`src/rtl/instr_fetch_sequencer_pkg.sv`:
```
// Shared definitions for the instruction fetch sequencer and the decoder next to it:
// opcode values, fetch FSM states and instruction field positions.
package instr_fetch_sequencer_pkg;

  localparam int ADDR_W_DEF  = 10;
  localparam int INSTR_W_DEF = 64;

  localparam logic [7:0] OPC_FETCH_WEIGHT = 8'h01;
  localparam logic [7:0] OPC_FETCH_DATA   = 8'h02;
  localparam logic [7:0] OPC_FETCH_BIAS   = 8'h04;
  localparam logic [7:0] OPC_COMPUTE      = 8'h40;
  localparam logic [7:0] OPC_CONFIG       = 8'h81;
  localparam logic [7:0] OPC_END          = 8'h82;
  localparam logic [7:0] OPC_HOLD         = 8'h44;

  localparam int OPC_MSB = 63;
  localparam int OPC_LSB = 56;
  localparam int REG_W   = 8;

  // reg_1 is the byte directly under the opcode, reg_7 the least significant byte
  function automatic int reg_lsb(input int n);
    return OPC_LSB - REG_W * n;
  endfunction

  typedef enum logic [2:0] {
    ST_IDLE,
    ST_REQ,
    ST_CAPT,
    ST_ISSUE,
    ST_HOLD,
    ST_DONE
  } state_t;

endpackage

```
`src/rtl/instr_fetch_sequencer.sv`:
```
// Walks a program in synchronous-read instruction memory and issues one instruction
// per REQ/CAPT/ISSUE round, honouring back-pressure, HOLD/resume and END/count limits.
module instr_fetch_sequencer #(
  parameter int         ADDR_W   = instr_fetch_sequencer_pkg::ADDR_W_DEF,
  parameter int         INSTR_W  = instr_fetch_sequencer_pkg::INSTR_W_DEF,
  parameter logic [7:0] OPC_END  = instr_fetch_sequencer_pkg::OPC_END,
  parameter logic [7:0] OPC_HOLD = instr_fetch_sequencer_pkg::OPC_HOLD
) (
  input  logic               clk,
  input  logic               rst,
  input  logic               start,
  input  logic [ADDR_W-1:0]  base_addr,
  input  logic [ADDR_W-1:0]  instr_count,
  input  logic               resume,
  input  logic               exe_busy,
  output logic               imem_rd_en,
  output logic [ADDR_W-1:0]  imem_rd_addr,
  input  logic [INSTR_W-1:0] imem_rd_data,
  output logic [INSTR_W-1:0] instruction,
  output logic               instr_enable,
  output logic [ADDR_W-1:0]  pc,
  output logic               fetch_busy,
  output logic               hold_active,
  output logic               fetch_done
);
  import instr_fetch_sequencer_pkg::*;

  state_t             state, state_d;
  logic [ADDR_W-1:0]  pc_d, count_q, count_d, issued_q, issued_d, issued_inc;
  logic [INSTR_W-1:0] buf_q, buf_d, instruction_d;
  logic [ADDR_W-1:0]  imem_rd_addr_d;
  logic [7:0]         opcode;
  logic               issue, count_hit, count_hit_inc;
  logic               imem_rd_en_d, instr_enable_d, fetch_busy_d, hold_active_d, fetch_done_d;

  assign opcode        = buf_q[OPC_MSB:OPC_LSB];
  assign issue         = (state == ST_ISSUE) && !exe_busy;
  assign issued_inc    = issued_q + ADDR_W'(1);
  assign count_hit     = (count_q != '0) && (issued_q == count_q);
  assign count_hit_inc = (count_q != '0) && (issued_inc == count_q);

  // State and datapath register; every output is registered here as well.
  always_ff @(posedge clk) begin
    if (rst) begin
      state        <= ST_IDLE;
      pc           <= '0;
      count_q      <= '0;
      issued_q     <= '0;
      buf_q        <= '0;
      imem_rd_en   <= 1'b0;
      imem_rd_addr <= '0;
      instruction  <= '0;
      instr_enable <= 1'b0;
      fetch_busy   <= 1'b0;
      hold_active  <= 1'b0;
      fetch_done   <= 1'b0;
    end else begin
      // NOTE: non-blocking updates so every register samples pre-edge values.
      state        <= state_d;
      pc           <= pc_d;
      count_q      <= count_d;
      issued_q     <= issued_d;
      buf_q        <= buf_d;
      imem_rd_en   <= imem_rd_en_d;
      imem_rd_addr <= imem_rd_addr_d;
      instruction  <= instruction_d;
      instr_enable <= instr_enable_d;
      fetch_busy   <= fetch_busy_d;
      hold_active  <= hold_active_d;
      fetch_done   <= fetch_done_d;
    end
  end

  always_comb begin
    // NOTE: default first so no path through the case leaves state_d unassigned (no latch).
    state_d = state;
    unique case (state)
      ST_IDLE:  if (start) state_d = ST_REQ;
      ST_REQ:   state_d = ST_CAPT;
      ST_CAPT:  state_d = ST_ISSUE;
      ST_ISSUE: begin
        if (!exe_busy) begin
          if (opcode == OPC_END)       state_d = ST_DONE;
          else if (opcode == OPC_HOLD) state_d = ST_HOLD;
          else if (count_hit_inc)      state_d = ST_DONE;
          else                         state_d = ST_REQ;
        end
      end
      ST_HOLD:  if (resume) state_d = count_hit ? ST_DONE : ST_REQ;
      ST_DONE:  state_d = ST_IDLE;
      default:  state_d = ST_IDLE;
    endcase
  end

  // Outputs are decoded from the upcoming state so they line up with the state they describe.
  always_comb begin
    pc_d     = pc;
    count_d  = count_q;
    issued_d = issued_q;
    buf_d    = buf_q;
    if (state == ST_IDLE && start) begin
      pc_d     = base_addr;
      count_d  = instr_count;
      issued_d = '0;
    end
    if (state == ST_CAPT) buf_d = imem_rd_data;
    if (issue) begin
      pc_d     = pc + ADDR_W'(1);
      issued_d = issued_inc;
    end
    imem_rd_en_d   = (state_d == ST_REQ);
    imem_rd_addr_d = imem_rd_en_d ? pc_d : '0;
    instr_enable_d = issue;
    instruction_d  = issue ? buf_q : '0;
    fetch_busy_d   = (state_d != ST_IDLE);
    hold_active_d  = (state_d == ST_HOLD);
    fetch_done_d   = (state == ST_DONE);
  end

endmodule

```
`config.mk`:
```
export PLATFORM = sky130hd
export DESIGN_NAME = instr_fetch_sequencer
export DESIGN_NICKNAME = d
export VERILOG_FILES = /design/src/rtl/instr_fetch_sequencer_pkg.sv /design/src/rtl/instr_fetch_sequencer.sv
export SDC_FILE = /design/constraint.sdc
export NUM_CORES = 1
export LEC_CHECK = 0
export CAP_MARGIN = 20
export CORE_ASPECT_RATIO = 0.6
export CORE_MARGIN = 5
export CORE_UTILIZATION = 50
export DETAILED_ROUTE_END_ITERATION = 7
export PLACE_DENSITY = 0.94
export SYNTH_ARGS = -nofsm -noshare
export SYNTH_HDL_FRONTEND = slang
export SYNTH_SLANG_ARGS = --single-unit
```
`constraint.sdc`:
```
create_clock -name clk -period 3.6 [get_ports clk]
set_input_delay 0.72 -clock clk [delete_from_list [all_inputs] [get_ports clk]]
set_output_delay 0.72 -clock clk [all_outputs]
set_load 0.02 [all_outputs]
```
== Word-level counts from Yosys, hierarchy flattened ==
Cells that the tools add are included.

* Register bits: 176
* Output and inout port bits: 89
* Input bits: 89
* Word-level logic and storage cells: 50

* Add/subtract/negate cells: 2
* Bitwise operators: 2
* Reductions and logical operators: 11
* Muxes and demuxes: 12
* Equal/unequal tests: 11

{| class="wikitable"
|+ Operators by type and width
! kind !! number
|-
| 2-to-1 mux 10 bit || 4
|-
| 2-to-1 mux 3 bit || 7
|-
| adder 10 x 1 -> 10 bit (second input constant) || 2
|-
| equality test 10 bit || 2
|-
| case mux 3 bit (5 select lines) || 1
|-
| nonzero test 10 bit || 1
|-
| equality test 3 bit (second input constant) || 3
|-
| equality test 8 x 7 -> 1 bit (second input constant) || 1
|-
| equality test 8 bit (second input constant) || 1
|-
| equality test 3 x 1 -> 1 bit (second input constant) || 2
|-
| equality test 3 x 2 -> 1 bit (second input constant) || 2
|-
| logical AND 1 bit || 4
|-
| OR reduction 2 bit || 2
|-
| logical NOT 3 bit || 1
|-
| nonzero test 3 bit || 1
|-
| inverter 1 bit || 2
|-
| nonzero test 2 bit || 1
|-
| logical NOT 1 bit || 1
|}

== Depth between registers and ports, before layout ==
Gate-level depths: netlist of run 1.

* Depth after elaboration: 11
* Depth in mapped cells: 9
* Mapped depth without buffers: 7

== Least setup slack after synthesis of run 1 ==
OpenSTA, ideal clock, no wires.

* Path kind: input port to flip-flop
* Start: in exe_busy
* End: reg imem_rd_addr[8]
* Slack: 1581 ps
* Data required time: 3527 ps
* Stages on the path: 5
* Arrival time: 1946 ps
* Library setup time: 73 ps
* Buffers on the path: 1
* Cells stage by stage: nand4bb_4 buf_2 or3_4 o311a_1 nor3_2

* Word-level cells in the longest chain between the ends: 5
* Elaborated cells on any way between the ends: 8
* Those cells by class: 1 x eq/ne; 3 x mux; 1 x bitwise; 3 x reduce/logical

{| class="wikitable"
|+ RTL lines
! item !! line !! RTL
|-
| start, declared || instr_fetch_sequencer.sv:15 || <nowiki>input logic exe_busy,</nowiki>
|-
| 2-to-1 mux 3 bit || instr_fetch_sequencer.sv:82 || <nowiki>if (!exe_busy) begin</nowiki>
|-
| case mux 3 bit (5 select lines) || instr_fetch_sequencer.sv:77 || <nowiki>unique case (state)</nowiki>
|-
| equality test 3 x 1 -> 1 bit || instr_fetch_sequencer.sv:111 || <nowiki>imem_rd_en_d = (state_d == ST_REQ);</nowiki>
|-
| inverter 1 bit (no line) || - ||
|-
| OR reduction 2 bit (no line) || - ||
|-
| end signal, assigned || instr_fetch_sequencer.sv:65 || <nowiki>imem_rd_addr <= imem_rd_addr_d;</nowiki>
|-
| end, declared || instr_fetch_sequencer.sv:17 || <nowiki>output logic [ADDR_W-1:0] imem_rd_addr,</nowiki>
|}

Parallel ways exist; a longest one is shown, timed or not.
A chain may end at the register's enable or synchronous reset.

== Worst setup path after layout of run 1 ==
* Start: in exe_busy
* End: reg imem_rd_addr[9]

The elaborated chain is that of the path after synthesis.

==> flow_summary_export.csv, run 1 <==
group,metric,value,unit
critical_path,cp_num_cells,6,
critical_path,crit_type,"in -> reg",
timing,report.final.slew_viol_count,0,
synthesis,synth_top_area_share,55.6,%
synthesis,synthesis.nets,799,
grt,grt_start_max_net_pins,66,
layout,fin_util,71.4,%
placed_design,portBuffers,177,
critical_path,crit_path_end_kind,"flop",
route,drc_errors,0,
pwr,switching_share,26.2,%
min_path,min_path_type,"reg -> reg",
floorplan,ios,178,
synthesis,seq_area_frac_synth,55.6,%
clock_network,cts-root-buf,"clkbuf_16",
floorplan,die_area,15100,sq um
pwr,peakVddDrop,366,uV
synthesis,synth_seq_cells,176,
timing,min_period_over_period,76.2,%
route,ant_nets,0,
clock_network,cts_setup_buffers,0,
clock_network,cts.clk_slew.worst_paths,80,ps
timing,setup_viol,0,
layout,area_growth,37.7,%
synthesis,ys.flop_type,"dfxtp_1",
floorplan,die_y,97.2,microns
clock_network,cts_max_level,4,
critical_path,cp-startpoint,"exe_busy",
synthesis,syn-cell-area,6340,sq um
critical_path,cp.required,3910,ps
route,post_drt_wl_per_cell,15.7,microns
critical_path,worstPathArrival,3050,ps
layout,multi_input_area,2560,sq um
synthesis,yosys.cell_types.count,55,
critical_path,path_max_fanout,14,
timing,worst_pin_slew,855,ps
layout,final.fill_count,937,
floorplan,chipWidth,155,microns
flow_run,drv_cap,0,
layout,n_antenna_cell,0,
grt,grt_pass1_vias,4974,
timing,finalSetupTns,0,ps
synthesis,ys_warn_count,0,
route,routed_wl,16300,microns
critical_path,reg2reg_setup_slack,1080,ps
critical_path,slowest_stage,"nand4_1",
timing,hold_viol_final,0,
critical_path,cp_cell_sequence,"clkdlybuf4s50_1 > and2b_1 > and3_1 > o211ai_1 > nand4_1 > nor3_1",
timing,max_freq,0.364,GHz
clock_network,cts_tree,"built",
timing,slew_headroom,42.8,%
critical_path,cp_top_family,"simple AND/OR/NAND/NOR gates",
pwr,intPower,3.17,mW
clock_network,cts_resized,0,
placed_design,place_congestion,0.969,
synthesis,synth_cells,708,
synthesis,synthArstFlopShare,0,%
grt,track_usage,21.0,%
critical_path,r2r_end,"imem_rd_addr[9]",
floorplan,core_area,12200,sq um
placed_design,hpwl,11700,microns
route,drt-initial-drc-count,386,
pwr,powerDensity,493,nW/um^2
critical_path,rr_startpoint,"count_q[6]",
critical_path,reg2reg_depth,6,
grt,grt_overflow,0,
layout,seqCellArea,3520,sq um
layout,drive_gt1_share,7.08,%
critical_path,cp_num_buf_inv,1,
clock_network,hold_buffers,0,
pwr,p_leak,3.17,nW
pwr,clkPwrFrac,40.6,%
synthesis,synth_top_area_cell,"dfxtp_1",
grt,grt_first_pass_wirelength,25800,microns
clock_network,clock_latency,400,ps
pwr,seqPwrFrac,48.5,%
synthesis,synthTopCellsByArea,"dfxtp_1 56%, nand2_1 9.7%, a21oi_1 7.1%, and2_1 6.5%, nor2_1 2.1%",
floorplan,fp-row-count,31,
synthesis,avgSynthCellArea,8.95,sq um
route,dr.pass1.iters,5,
pwr,p_sw,1.13,mW
route,vias,5351,
synthesis,synth_edf_count,0,
timing,fin_skew,13.1,ps
pwr,combPwrFrac,10.9,%
grt,antenna_found_initial,0,
timing,rsz0062_at_grt,"false",
timing,fin_crit,2740,ps
clock_network,numClockSinks,176,
floorplan,start_util,51.9,%
critical_path,worst_setup_path_start_kind,"input pin",
layout,num-nets-final,954,
critical_path,max_stage_delay,670,ps
critical_path,cp-endpoint,"imem_rd_addr[9]",
min_path,holdPathStages,1,
route,vias_per_cell,5.14,
clock_network,numCtsBuffers,17,
status,outcome,"completed",
clock_network,clock_path_buffers,2,
-- metrics by stage --
stage	total power, mW	setup slack [ps]	std cells	instance area, sq um	hold WS, ps
after floorplan	2.37	1580	708	6340	430
after global placement	2.58	610	1009	8150	433
after detailed placement	2.59	452	1009	8150	438
after CTS	4.33	884	1041	8720	452
after global routing	4.47	632	1041	8720	467
final	4.30	856	1041	8720	449
-- power groups by stage --
| stage | Clock [mW] | Sequential (mW) | Combinational, mW |
|---|---|---|---|
| final | 1.75 | 2.08 | 0.468 |
| after detailed placement | 0 | 2.13 | 0.466 |
| after global routing | 1.87 | 2.09 | 0.511 |
| after global placement | 0 | 2.12 | 0.455 |
| after CTS | 1.78 | 2.08 | 0.469 |
| after floorplan | 0 | 2.14 | 0.236 |
-- cell families (layout without fill, tap and decap cells) --
group | count (synthesis) | after routing | share of synthesized area, %
multiplexers | 1 | 1 | 0.158
AND/OR/NAND/NOR | 330 | 330 | 25.6
adder cells (fa/ha/maj) | 2 | 2 | 0.395
buffers and inverters | 56 | 224 | 4.21
AO/OA/AOI/OAI | 127 | 127 | 11.7
XOR/XNOR | 16 | 16 | 2.33
flip-flops | 176 | 176 | 55.6
-- cell usage after synthesis (3+ instances only) --
cell / n
and2_1: 66
nand4_1: 5
inv_1: 8
nor4_1: 6
nor3_1: 10
nor2_1: 35
clkbuf_1: 32
dfxtp_1: 176
buf_2: 9
o21ai_0: 6
o211ai_1: 6
o221ai_1: 6
nor3_2: 8
xnor2_1: 12
a21oi_1: 90
nand3_1: 18
xor2_1: 3
nand2_1: 164
clkbuf_8: 3
-- cell type report --
type	instances	share of cell area, %
Sequential cell	176	40.4
Inverter	8	0.344
Timing Repair Buffer	184	21.0
Multi-Input combinational cell	476	29.3
Clock inverter	14	1.62
Tap cell	165	2.37
Clock buffer	18	4.92
-- registers in the layout, summed over array words and instances (netlist names) --
| register | count |
|---|---|
| pc | 10 |
| count_q | 10 |
| fetch_done | 1 |
| imem_rd_addr | 10 |
| instruction | 64 |
| fetch_busy | 1 |
| issued_q | 10 |
| imem_rd_en | 1 |
| buf_q | 64 |
| state | 3 |
| instr_enable | 1 |
| hold_active | 1 |
-- metal layers --
layer  wire (microns)  vias up  track usage (%)
met3             1520        8             7.21
met1             7520     2472             28.9
met5                0        -                0
met2             7230      208             32.7
met4               50        0             2.96
li1                 -     2663                -
-- cell usage in the layout (no fill, tap or decap), types with 7 or more instances in the layout --
master	count
clkdlybuf4s50_1	176
nor2_1	34
and2_1	65
nor3_2	8
buf_4	7
dfxtp_1	176
a21oi_1	90
nand3_1	18
inv_1	8
nand2_1	163
nor3_1	10
xnor2_1	12
clkbuf_16	17
-- how the worst min path moves through the flow --
| stage | from | end | slack, ps |
|---|---|---|---|
| 2_1_floorplan | buf_q[0] | instruction[0] | 430 |
| 3_3_place_gp | buf_q[26] | instruction[26] | 430 |
| 3_5_place_dp | buf_q[30] | instruction[30] | 440 |
| 4_1_cts | buf_q[32] | buf_q[32] | 450 |
| 5_1_grt | buf_q[30] | instruction[30] | 470 |
| 6_report | buf_q[33] | instruction[33] | 450 |
No activity file was read; power rests on OpenSTA's default activity.
==> inputs of run 2 (changes only) <==
--- a/config.mk
+++ b/config.mk
@@ -8,9 +8,9 @@
 export CAP_MARGIN = 20
 export CORE_ASPECT_RATIO = 0.6
 export CORE_MARGIN = 5
-export CORE_UTILIZATION = 50
+export CORE_UTILIZATION = 43
 export DETAILED_ROUTE_END_ITERATION = 7
-export PLACE_DENSITY = 0.94
+export PLACE_DENSITY = 0.87
 export SYNTH_ARGS = -nofsm -noshare
 export SYNTH_HDL_FRONTEND = slang
 export SYNTH_SLANG_ARGS = --single-unit
==> constraint.sdc (replaced) <==
create_clock -name clk -period 2.4 [get_ports clk]
set_input_delay 0.48 -clock clk [delete_from_list [all_inputs] [get_ports clk]]
set_output_delay 0.48 -clock clk [all_outputs]
set_load 0.02 [all_outputs]
==> run 2 against run 1 <==
Effect of this change: global-route usage fell by 2.0 points; final cell count rose by 4.0%; utilization fell by 9.9 points; sequential power rose by 50%; critical path type is now reg -> reg; highest routed layer unchanged.
==> flow_summary_export.csv, run 2 (same netlist as run 1, synthesis figures left out) <==
group,metric,value,unit
critical_path,cp_top_family,"simple AND/OR/NAND/NOR gates",
placed_design,place_area,8300,sq um
critical_path,crit_type,"reg -> reg",
timing,worst_pin_slew,671,ps
route,vias,5402,
route,routed_wl,16900,microns
critical_path,cp_num_cells,7,
floorplan,core_area,14500,sq um
layout,num-nets-final,963,
critical_path,rr_startpoint,"issued_q[0]",
layout,layout_common_cells,"176 x dfxtp_1, 176 x clkdlybuf4s50_1, 163 x nand2_1",
route,drt-met1-wl,8210,microns
route,dr.pass1.iters,5,
pwr,powerDensity,742,nW/um^2
critical_path,r2r_end,"hold_active",
critical_path,cp_cell_sequence,"ha_1 > xor2_1 > a2111oi_0 > nand3_1 > nor2_1 > and4_4 > o211a_1",
grt,grt_pass1_vias,4979,
placed_design,portBuffers,177,
clock_network,numCtsBuffers,17,
min_path,holdPathStages,2,
critical_path,cp.required,2760,ps
clock_network,cts.clk_slew.worst_paths,70,ps
min_path,min-delay-start,"rst",
timing,fin_skew,9.60,ps
grt,grt_first_pass_wirelength,26600,microns
floorplan,die_area,17300,sq um
clock_network,cts_setup_buffers,0,
critical_path,worstPathArrival,2540,ps
clock_network,cts_resized,0,
min_path,holdPathEnd,"issued_q[3]",
critical_path,worst_setup_path_start_kind,"flop",
floorplan,fp-row-count,34,
clock_network,numClockSinks,176,
clock_network,clock_latency,410,ps
min_path,min_path_type,"in -> reg",
timing,max_freq,0.458,GHz
grt,antenna_found_initial,0,
timing,setup_ws,218,ps
timing,setup_viol,0,
layout,largest_registers,"buf_q: 64 flops, instruction: 64 flops",
timing,min_period_over_period,90.9,%
grt,track_usage,19.0,%
critical_path,cp_num_buf_inv,0,
timing,report.final.slew_viol_count,0,
critical_path,max_stage_delay,460,ps
timing,rsz0062_at_grt,"false",
floorplan,ios,178,
clock_network,clock_path_buffers,2,
grt,grt_overflow,0,
layout,drive_gt1_share,8.14,%
critical_path,cp-startpoint,"issued_q[0]",
critical_path,reg2reg_setup_slack,220,ps
critical_path,reg2reg_depth,7,
clock_network,cts-root-buf,"clkbuf_16",
timing,finalSetupTns,0,ps
clock_network,cts_max_level,4,
layout,area_growth,40.3,%
route,post_drt_wl_per_cell,15.6,microns
route,wl_met2,7030,microns
floorplan,die_y,104,microns
critical_path,crit_path_end_kind,"flop",
critical_path,path_max_fanout,13,
flow_run,drv_cap,0,
route,top_layer,"met4",
route,vias_per_cell,4.99,
route,drc_errors,0,
pwr,peakVddDrop,426,uV
grt,grt_start_max_net_pins,61,
critical_path,slowest_stage,"dfxtp_1",
clock_network,hold_buffers,0,
floorplan,start_util,43.8,%
placed_design,preCtsSetupSlack,40.5,ps
floorplan,chipWidth,167,microns
pwr,p_leak,3.23,nW
status,outcome,"completed",
placed_design,place_congestion,0.926,
timing,hold_viol_final,0,
clock_network,cts_tree,"built",
route,drt-initial-drc-count,520,
timing,hold_ws,318,ps
timing,fin_crit,2180,ps
placed_design,hpwl,12100,microns
layout,n_antenna_cell,0,
route,wl_met3,1480,microns
layout,final_cell_area,8890,sq um
route,ant_nets,0,
timing,slew_headroom,55.3,%
[run 2: changes by cell type in the layout (fill, tap and decap cells not counted)]
cell        delta
buf_4          +6
clkinv_4       -4
buf_12         +3
clkinvlp_4     +3
clkbuf_8       +2
bufinv_16      +1
clkbuf_1       -1
clkinv_8       -1
inv_6          +1
inv_8          -1
[run 2: cell type report]
type	instances	area (sq um)
clock inverters	13	140
repair buffers	193	1940
well taps	198	248
multi-input cells	476	2560
fillers	1252	5570
clock buffers	19	453
flip-flops and latches	176	3520
inverters	8	30.0
[run 2: worst reg2reg max path, stage by stage, from the launching register on]
cell	delay (ps)
dfxtp_1	460
ha_1	300
xor2_1	150
a2111oi_0	400
nand3_1	130
nor2_1	100
and4_4	400
o211a_1	200
[run 2: per-stage QoR]
stage / total power [mW] / utilization (%) / cells
2_1_floorplan: 3.56 / - / 708
3_3_place_gp: 3.90 / 57.4 / 1051
3_5_place_dp: 3.92 / 57.4 / 1051
4_1_cts: 6.66 / 61.5 / 1083
5_1_grt: 6.88 / 61.5 / 1083
6_report: 6.60 / 61.5 / 1083
[run 2: worst max-delay path by stage]
stage                       to  slack (ps)
3_3_place_gp       hold_active         100
2_1_floorplan  imem_rd_addr[1]         490
4_1_cts            hold_active         250
3_5_place_dp       hold_active          40
6_report           hold_active         220
5_1_grt            hold_active         110
[run 2: power breakdown]
part	internal [mW]	switching (mW)	leakage, nW
clock	1.53	1.22	0.281
sequential	3.04	0.0884	1.43
combinational	0.347	0.380	1.52
[run 2: routing by layer]
layer  track usage [%]  up-vias
met5                 0        -
met4              3.74        0
met3              6.53       15
met2              27.1      222
met1              27.8     2481
li1                  -     2684
